`src/rtl/multicycle_control.sv`:
```
// rtl/multicycle_control.sv - multi-cycle MIPS control FSM (FETCH/DECODE/EXEC/MEM/WB) with memory wait timeout
// Optional CTRL_ILLEGAL_TRAP_EN: illegal opcodes park the FSM in TRAP instead of retiring as a NOP.
module multicycle_control #(
    parameter int OPCODE_W = 6,
    parameter int WAIT_W   = 4,
    parameter int WAIT_MAX = 15
) (
    input  logic                clk,
    input  logic                reset,
    input  logic [OPCODE_W-1:0] opcode,
    input  logic                mem_ready,
    output logic                PCWrite,
    output logic                Branch,
    output logic                IorD,
    output logic                IRWrite,
    output logic                MemRead,
    output logic                MemWrite,
    output logic                MemtoReg,
    output logic                RegDst,
    output logic                RegWrite,
    output logic                ALUSrcA,
    output logic [1:0]          ALUSrcB,
    output logic [1:0]          ALUOp,
    output logic [1:0]          Jump,
    output logic                instr_done,
    output logic                mem_timeout,
    output logic [2:0]          state
);

    typedef enum logic [2:0] {
        S_FETCH  = 3'd0,
        S_DECODE = 3'd1,
        S_EXEC   = 3'd2,
        S_MEM    = 3'd3,
        S_WB     = 3'd4,
        S_TRAP   = 3'd5
    } state_t;

    typedef enum logic [3:0] {
        C_R, C_IALU, C_LD, C_ST, C_BR, C_J, C_JAL, C_JR, C_ILL
    } class_t;

    localparam logic [WAIT_W-1:0] WAIT_MAX_C = WAIT_W'(WAIT_MAX);
    localparam logic [WAIT_W-1:0] WAIT_ONE   = WAIT_W'(1);

    function automatic class_t op_class(input logic [OPCODE_W-1:0] op);
        op_class = C_ILL;
        case (op)
            6'b000000:                                              op_class = C_R;
            6'b001000, 6'b111111, 6'b001100,
            6'b001101, 6'b001010, 6'b001111:                        op_class = C_IALU;
            6'b100011, 6'b100001, 6'b100000:                        op_class = C_LD;
            6'b101011, 6'b101001, 6'b101000:                        op_class = C_ST;
            6'b000100, 6'b000101, 6'b000001:                        op_class = C_BR;
            6'b000010:                                              op_class = C_J;
            6'b000011:                                              op_class = C_JAL;
            6'b111110:                                              op_class = C_JR;
            default:                                                op_class = C_ILL;
        endcase
    endfunction

    state_t              state_q, state_d;
    logic [OPCODE_W-1:0] op_q, op_d;
    logic [WAIT_W-1:0]   wait_cnt_q, wait_cnt_d;
    logic                timeout_q, timeout_d;

    class_t cls, dec_cls;
    logic   waiting;
    logic   pc_write, branch, iord, ir_write, mem_read, mem_write;
    logic   mem_to_reg, reg_dst, reg_write, alu_src_a, done;
    logic [1:0] alu_src_b, alu_op, jump;

    assign cls     = op_class(op_q);
    assign dec_cls = op_class(opcode);

    always_ff @(posedge clk or posedge reset) begin
        if (reset) begin
            state_q    <= S_FETCH;
            op_q       <= '0;
            wait_cnt_q <= '0;
            timeout_q  <= 1'b0;
        end else begin
            state_q    <= state_d;
            op_q       <= op_d;
            wait_cnt_q <= wait_cnt_d;
            timeout_q  <= timeout_d;
        end
    end

    always_comb begin
        state_d    = state_q;
        op_d       = op_q;
        pc_write   = 1'b0;
        branch     = 1'b0;
        iord       = 1'b0;
        ir_write   = 1'b0;
        mem_read   = 1'b0;
        mem_write  = 1'b0;
        mem_to_reg = 1'b0;
        reg_dst    = 1'b0;
        reg_write  = 1'b0;
        alu_src_a  = 1'b0;
        alu_src_b  = 2'b00;
        alu_op     = 2'b00;
        jump       = 2'b00;
        done       = 1'b0;
        case (state_q)
            S_FETCH: begin
                mem_read  = 1'b1;
                alu_src_b = 2'b01;
                if (mem_ready) begin
                    ir_write = 1'b1;
                    pc_write = 1'b1;
                    state_d  = S_DECODE;
                end
            end
            S_DECODE: begin
                op_d      = opcode;
                alu_src_b = 2'b11;
                if (dec_cls == C_ILL) begin
`ifdef CTRL_ILLEGAL_TRAP_EN
                    state_d = S_TRAP;
`else
                    done    = 1'b1;
                    state_d = S_FETCH;
`endif
                end else begin
                    state_d = S_EXEC;
                end
            end
            S_EXEC: begin
                case (cls)
                    C_R: begin
                        alu_src_a = 1'b1;
                        alu_op    = 2'b10;
                        state_d   = S_WB;
                    end
                    C_IALU: begin
                        alu_src_a = 1'b1;
                        alu_src_b = 2'b10;
                        alu_op    = 2'b11;
                        state_d   = S_WB;
                    end
                    C_LD, C_ST: begin
                        alu_src_a = 1'b1;
                        alu_src_b = 2'b10;
                        state_d   = S_MEM;
                    end
                    C_BR: begin
                        alu_src_a = 1'b1;
                        alu_op    = 2'b01;
                        branch    = 1'b1;
                        done      = 1'b1;
                        state_d   = S_FETCH;
                    end
                    C_J, C_JAL, C_JR: begin
                        pc_write  = 1'b1;
                        reg_write = (cls == C_JAL);
                        jump      = (cls == C_J) ? 2'b11 : ((cls == C_JAL) ? 2'b01 : 2'b10);
                        done      = 1'b1;
                        state_d   = S_FETCH;
                    end
                    default: state_d = S_FETCH;
                endcase
            end
            S_MEM: begin
                iord      = 1'b1;
                mem_read  = (cls == C_LD);
                mem_write = (cls != C_LD);
                if (mem_ready) begin
                    if (cls == C_LD) begin
                        state_d = S_WB;
                    end else begin
                        done    = 1'b1;
                        state_d = S_FETCH;
                    end
                end
            end
            S_WB: begin
                reg_write  = 1'b1;
                reg_dst    = (cls == C_R);
                mem_to_reg = (cls == C_LD);
                done       = 1'b1;
                state_d    = S_FETCH;
            end
            S_TRAP: state_d = S_TRAP;
            default: state_d = S_FETCH;
        endcase
    end

    // Counter only runs while a memory access is stalled; any other cycle clears it.
    always_comb begin
        waiting    = ((state_q == S_FETCH) || (state_q == S_MEM)) && !mem_ready;
        wait_cnt_d = '0;
        if (waiting) begin
            wait_cnt_d = (wait_cnt_q == WAIT_MAX_C) ? wait_cnt_q : wait_cnt_q + WAIT_ONE;
        end
        timeout_d = timeout_q | (waiting && (wait_cnt_d == WAIT_MAX_C));
    end

    // Strobes are gated by reset so an in-flight write is dropped the moment reset rises.
    assign PCWrite     = pc_write  & ~reset;
    assign Branch      = branch    & ~reset;
    assign IRWrite     = ir_write  & ~reset;
    assign MemRead     = mem_read  & ~reset;
    assign MemWrite    = mem_write & ~reset;
    assign RegWrite    = reg_write & ~reset;
    assign instr_done  = done      & ~reset;
    assign IorD        = iord;
    assign MemtoReg    = mem_to_reg;
    assign RegDst      = reg_dst;
    assign ALUSrcA     = alu_src_a;
    assign ALUSrcB     = alu_src_b;
    assign ALUOp       = alu_op;
    assign Jump        = jump;
    assign mem_timeout = timeout_q;
    assign state       = state_q;

endmodule

```
`config.mk`:
```
export PLATFORM = sky130hd
export DESIGN_NAME = multicycle_control
export DESIGN_NICKNAME = d
export VERILOG_FILES = /design/src/rtl/multicycle_control.sv
export SDC_FILE = /design/constraint.sdc
export NUM_CORES = 1
export LEC_CHECK = 0
export CORE_ASPECT_RATIO = 0.6
export CORE_MARGIN = 2
export CORE_UTILIZATION = 53
export DETAILED_ROUTE_END_ITERATION = 8
export GPL_TIMING_DRIVEN = 0
export MAX_ROUTING_LAYER = met4
export PLACE_DENSITY = 0.85
export REMOVE_ABC_BUFFERS = 1
export SLEW_MARGIN = 20
export SYNTH_ARGS = -nofsm -noshare
export SYNTH_HDL_FRONTEND = slang
export SYNTH_SLANG_ARGS = --single-unit
```
`constraint.sdc`:
```
create_clock -name clk -period 2.75 [get_ports clk]
set_clock_uncertainty 0.1 [all_clocks]
set_input_delay 0.4125 -clock clk [delete_from_list [all_inputs] [get_ports clk]]
set_output_delay 0.4125 -clock clk [all_outputs]
set_load 0.05 [all_outputs]
```
After elaboration in Yosys (flattened, before gate mapping)
Memory sizes are Yosys's and may differ from the RTL's.
Index checks and enable logic that the tools add are counted.
{"block": "word_totals", "output_inout_bits": 21, "mem_bits_ro": 512, "mem_count": 2, "word_cells": 83, "ff_bits": 14, "ram_bits": 0, "latch_bits": 0}
{"block": "op_classes", "n_reduce_logical": 13, "mux": 36, "n_lt_le_gt_ge": 0, "div_mod_pow": 0, "bitwise_logic": 9, "n_eq_ne": 18, "shifts": 0, "n_addsub": 1, "mul": 0}
{"memory": "(name not given)", "depth": 64, "word_bits": 4, "read_ports": 1, "rd_clocked_by_memory_dff": 0, "wr": 0, "line_no": "48", "text": "case (op)"}
{"memory": "(name not given)", "depth": 64, "word_bits": 4, "read_ports": 1, "rd_clocked_by_memory_dff": 0, "wr": 0, "line_no": "48"}
{"operator": "4-bit by 3-bit == test with 1-bit output (second input constant)", "count": 4}
{"operator": "1-bit 2-to-1 mux", "count": 16}
{"operator": "3-bit one-hot mux with 5 select lines", "count": 1}
{"operator": "2-bit 2-to-1 mux", "count": 7}
{"operator": "4-bit == test (second input constant)", "count": 3}
{"operator": "2-bit one-hot mux with 3 select lines", "count": 2}
{"operator": "3-bit 2-to-1 mux", "count": 3}
{"operator": "4-bit by 2-bit == test with 1-bit output (second input constant)", "count": 2}
{"operator": "4-bit 2-to-1 mux", "count": 2}
{"operator": "1-bit bitwise AND", "count": 7}
{"operator": "3-bit by 2-bit == test with 1-bit output (second input constant)", "count": 2}
{"operator": "3-bit == test (second input constant)", "count": 2}
{"operator": "1-bit one-hot mux with 2 select lines", "count": 3}
{"operator": "3-bit one-hot mux with 2 select lines", "count": 1}
{"operator": "3-bit OR reduction", "count": 2}
{"operator": "5-bit OR reduction", "count": 1}
{"operator": "4-bit by 1-bit adder with 4-bit output (second input constant)", "count": 1}
{"operator": "4-bit by 1-bit == test with 1-bit output (second input constant)", "count": 1}
{"operator": "4-bit logical NOT", "count": 1}
{"operator": "2-bit != test (second input constant)", "count": 2}
{"operator": "4-bit by 2-bit != test with 1-bit output (second input constant)", "count": 1}
{"operator": "1-bit one-hot mux with 4 select lines", "count": 1}
{"operator": "2-bit OR reduction", "count": 2}
{"operator": "4-bit OR reduction", "count": 1}
{"operator": "8 further kinds", "count": 9}

Depth between registers and ports, before layout
{"block": "logic_depth", "depth_word": 7, "ltp_mapped": 6, "depth_no_buf": 6}

Least setup slack after synthesis
Ideal clock, no wire load.
{"block": "synth_timing", "path_kind": "reg2out", "start": "register state_q[2] (netlist: state[2])", "end": "output instr_done", "path_stages_with_launch": 6, "path_slack_ps": -1097, "arrival_ps": 3335, "cell_sequence": "dfrtp_1 -> nor2_1 -> and2_1 -> clkbuf_1 -> o41ai_1 -> a311oi_1"}
{"block": "synth_between", "elab_chain_len": 3, "word_cells_on_any_way": 6, "classes_between": "eq/ne: 4; mux: 1; bitwise: 1"}
{"item": "start, declared", "line_no": "62", "text": "state_t state_q, state_d;"}
{"item": "start signal, assigned", "line_no": "83", "text": "state_q <= state_d;"}
{"item": "3-bit == test (tied with other cells)", "line_no": "107", "text": "case (state_q)"}
{"item": "1-bit one-hot mux with 4 select lines *", "line_no": "107"}
{"item": "1-bit bitwise AND *", "line_no": "208", "text": "assign instr_done = done & ~reset;"}
{"item": "end, declared", "line_no": "25", "text": "output logic instr_done,"}
Mark *: on every way between the ends. The rest lies on a longest branch, timed or not.

Final worst setup path
{"block": "layout_timing", "start": "register op_q[1]", "end": "output ALUSrcB[1]"}
{"block": "layout_between", "elab_chain_len": 5, "word_cells_on_any_way": 7, "classes_between": "eq/ne: 3; mux: 2; reduce/logical: 1; memory: 1"}
{"item": "start, declared", "line_no": "63", "text": "logic [OPCODE_W-1:0] op_q, op_d;"}
{"item": "start signal, assigned", "line_no": "84", "text": "op_q <= op_d;"}
{"item": "memory read 64 x 4 bit *"}
{"item": "4-bit by 2-bit == test with 1-bit output / 4-bit by 1-bit == test with 1-bit output (equally long branches)", "line_no": "132", "text": "case (cls)"}
{"item": "3-bit OR reduction (no source line) *"}
{"item": "2-bit 2-to-1 mux *", "line_no": "132"}
{"item": "2-bit one-hot mux with 3 select lines *", "line_no": "107"}
{"item": "end, declared", "line_no": "22", "text": "output logic [1:0] ALUSrcB,"}
Marked as above.

==> metrics.txt <==
clk_lat worst skew=250 ps; slew margin rel.=63.0%; Root Buffer=clkbuf_8; CTS tree=built; Critical Path End Type=output pin; share of layout cells above drive strength 1=29.9%; count of cell types in the netlist=51; unrepaired setup endpoints after global routing=yes; pwr dens=1130 mW/mm²; die footprint=0.00273 mm²; clock sinks=14; Synthesis Warnings=0; worst path buffer plus inverter count=2; post-route ant nets=0; Area after DPL=0.00150 mm²; Placer Congestion=0.914; Area Growth Syn to Fin=37.5%; Iter 0 DRT Violations=170; Initial Utilization=56.4%; final total power=0.00191 W; fmax=0.366 GHz; Final min period=2730 ps; Pre-antenna DRT Iters=5; WL final=3740 µm; fin. max-slew vios=0; Max clock buf depth=2; WP data required=2240 ps; total grt overflow=0; syn avg cell area=8.30 µm²; hpwl dp=2340 µm; number of diodes=0; fillcell total=152; DIE WIDTH=66.2 µm; top-level port count=30; row count=13; final hold violation count=0; P_leak=0.705 nW; Setup-failing EPs final=0; fin nets=195; drt wl/cell=17.5 µm; initial antenna violation count=0; actual slew at the worst max-slew pin=555 ps; Main synth FF type=dfrtp_1; Core Util, Final=77.5%; crit path kind=reg -> out; ratio of routed vias to standard cells=6.32; Max VDD drop=0.655 mV; register bit count reported by yosys=14; post-synthesis cell area=0.00123 mm²; die height=41.3 µm; port bufs=29; peak fanout along the critical path=9; CTS Buf Count=3; post-synthesis cell count=148; cell class contributing the biggest share of worst-path delay=compound AO/OA/AOI/OAI gates; gr usage total=24.5%; Largest stage delay, worst path=470 ps; number of synthesized flops with an enable pin=0; Crit path arrival time=2220 ps; routed via count=1353; CP max stage cell=dfrtp_2; post-route clock period utilization=99.4%; Seq/Total Area, Yosys=28.5%; CP Launch Type=register; H-tree depth=1; outcome=finished, final reports clean; first-pass GRT wire length=4730 µm; clock slew at reported path FFs=60 ps; cell breakdown of the critical path=buf_4 > nor2_1 > a311o_1 > a31oi_1 > nand2b_2 > o21bai_1 > clkdlybuf4s15_2; Final Cell Area=0.00169 mm²; largest net degree at the start of global routing=16; max cap viols=0; Placeable Area=0.00218 mm²; vias in the first global route=997; fraction of registers with async set/reset=100%; DRC errors left=0; Hold Path Class=reg -> reg
[per-stage QoR]
stage | std cells | hold slack [ps] | setup slack (ps) | setup TNS (ps)
3_5_place_dp | 199 | 360 | -476 | -3800
4_1_cts | 203 | 384 | 4.68 | 0
5_1_grt | 214 | 420 | -68.3 | -184
2_1_floorplan | 140 | 202 | -981 | -2290
3_3_place_gp | 199 | 365 | -424 | -3190
6_report | 214 | 387 | 16.3 | 0
[worst paths after layout]
check / startpoint / endpoint / slack, ps / cells past startpoint
setup / recovery: op_q[1]$_DFFE_PP0P_ / ALUSrcB[1] / 20 / 7
hold / removal: mem_timeout$_DFF_PP0_ / mem_timeout$_DFF_PP0_ / 390 / 1
setup reg to reg: state[2]$_DFFE_PP0P_ / state[1]$_DFFE_PP0P_ / 750 / 4
hold reg to reg: mem_timeout$_DFF_PP0_ / mem_timeout$_DFF_PP0_ / 390 / 1
max in group asynchronous: reset / op_q[5]$_DFFE_PP0P_ / 1540 / 2
min in group asynchronous: reset / state[2]$_DFFE_PP0P_ / 620 / 2
[kinds of logic (layout without fill, tap and decap cells)]
kind of cell | after synthesis | in the layout | synth area share [%]
simple gates | 70 | 70 | 31.7
compound gates | 39 | 39 | 25.4
buf+inv | 17 | 53 | 7.74
flops | 14 | 14 | 28.5
mux | 4 | 4 | 3.56
xor+xnor | 3 | 3 | 2.14
fa+ha+maj | 1 | 1 | 1.02
[cells in the mapped netlist (2+ instances only)]
cell | n | area, µm²
nand3b_1 | 4 | 30.0
xnor2_1 | 3 | 26.3
nor2_1 | 18 | 67.6
buf_6 | 3 | 33.8
or2_2 | 2 | 12.5
nor2b_1 | 2 | 12.5
or4bb_1 | 2 | 22.5
a211oi_2 | 2 | 25.0
dfrtp_1 | 14 | 350
nor3_1 | 2 | 10.0
o211ai_1 | 2 | 15.0
nand2_1 | 13 | 48.8
inv_1 | 9 | 33.8
o21ai_0 | 9 | 45.0
nand3_1 | 7 | 35.0
buf_4 | 2 | 15.0
nor4_1 | 2 | 12.5
clkbuf_1 | 2 | 7.51
nor3b_1 | 2 | 15.0
a21oi_1 | 5 | 25.0
a211o_1 | 2 | 17.5
or2b_1 | 2 | 15.0
and2_1 | 2 | 12.5
a31oi_1 | 4 | 25.0
mux2_2 | 3 | 33.8
nand2b_1 | 3 | 18.8
and3_1 | 3 | 18.8
[power by group]
part | switching [W] | internal, W
Clock | 0.0000793 | 0.000127
Sequential | 0.000214 | 0.000286
Combinational | 0.000693 | 0.000511
Total | 0.000986 | 0.000924
[worst register-to-register path: stages (launching register included)]
cell and delay [ps]:
dfrtp_1 490, nor2_1 220, and2_1 430, or4bb_1 490, o221ai_1 150
[registers in the layout (all words and copies together), names as in the netlist]
name and cells:
op_q 6, mem_timeout 1, wait_cnt_q 4, state 3
[layout make-up]
cell class                 count  area [µm²]  area share (%)
sequential                    14         357            21.1
timing repair buffer          40         367            21.7
multi-input combinational    117         840            49.7
inverter                       9        33.8            2.00
clock buffer                   4        55.1            3.26
tap                           30        37.5            2.22
[routing by layer]
layer,up-vias,global-route usage [%],share of wire (%)
met4,0,4.59,1.3
met1,619,31.7,44
li1,612,-,-
met2,110,42.0,43
met3,12,4.57,11
met5,-,-,0
[cells in the final DEF, fill, tap and decap left out, types with 5 or more instances in the layout]
master | netlist | final
buf_4 | 2 | 12
a21oi_1 | 5 | 5
clkdlybuf4s15_2 | 0 | 5
clkdlybuf4s50_1 | 0 | 17
nand2_1 | 13 | 13
nor2_1 | 18 | 18
inv_1 | 9 | 9
o21ai_0 | 9 | 9
nand3_1 | 7 | 7
dfrtp_2 | 0 | 5
dfrtp_1 | 14 | 9
[what timing repair did]
action / 4_1_cts / 5_1_grt
buffers inserted: 0 / 11
pin swaps: 0 / 3
cloned: 0 / 0
setup endpoints to repair: 13 / 13
hold buffers: 0 / 0
gates resized for setup: 55 / 15
Note: power is estimated with default switching activity, not from simulation.
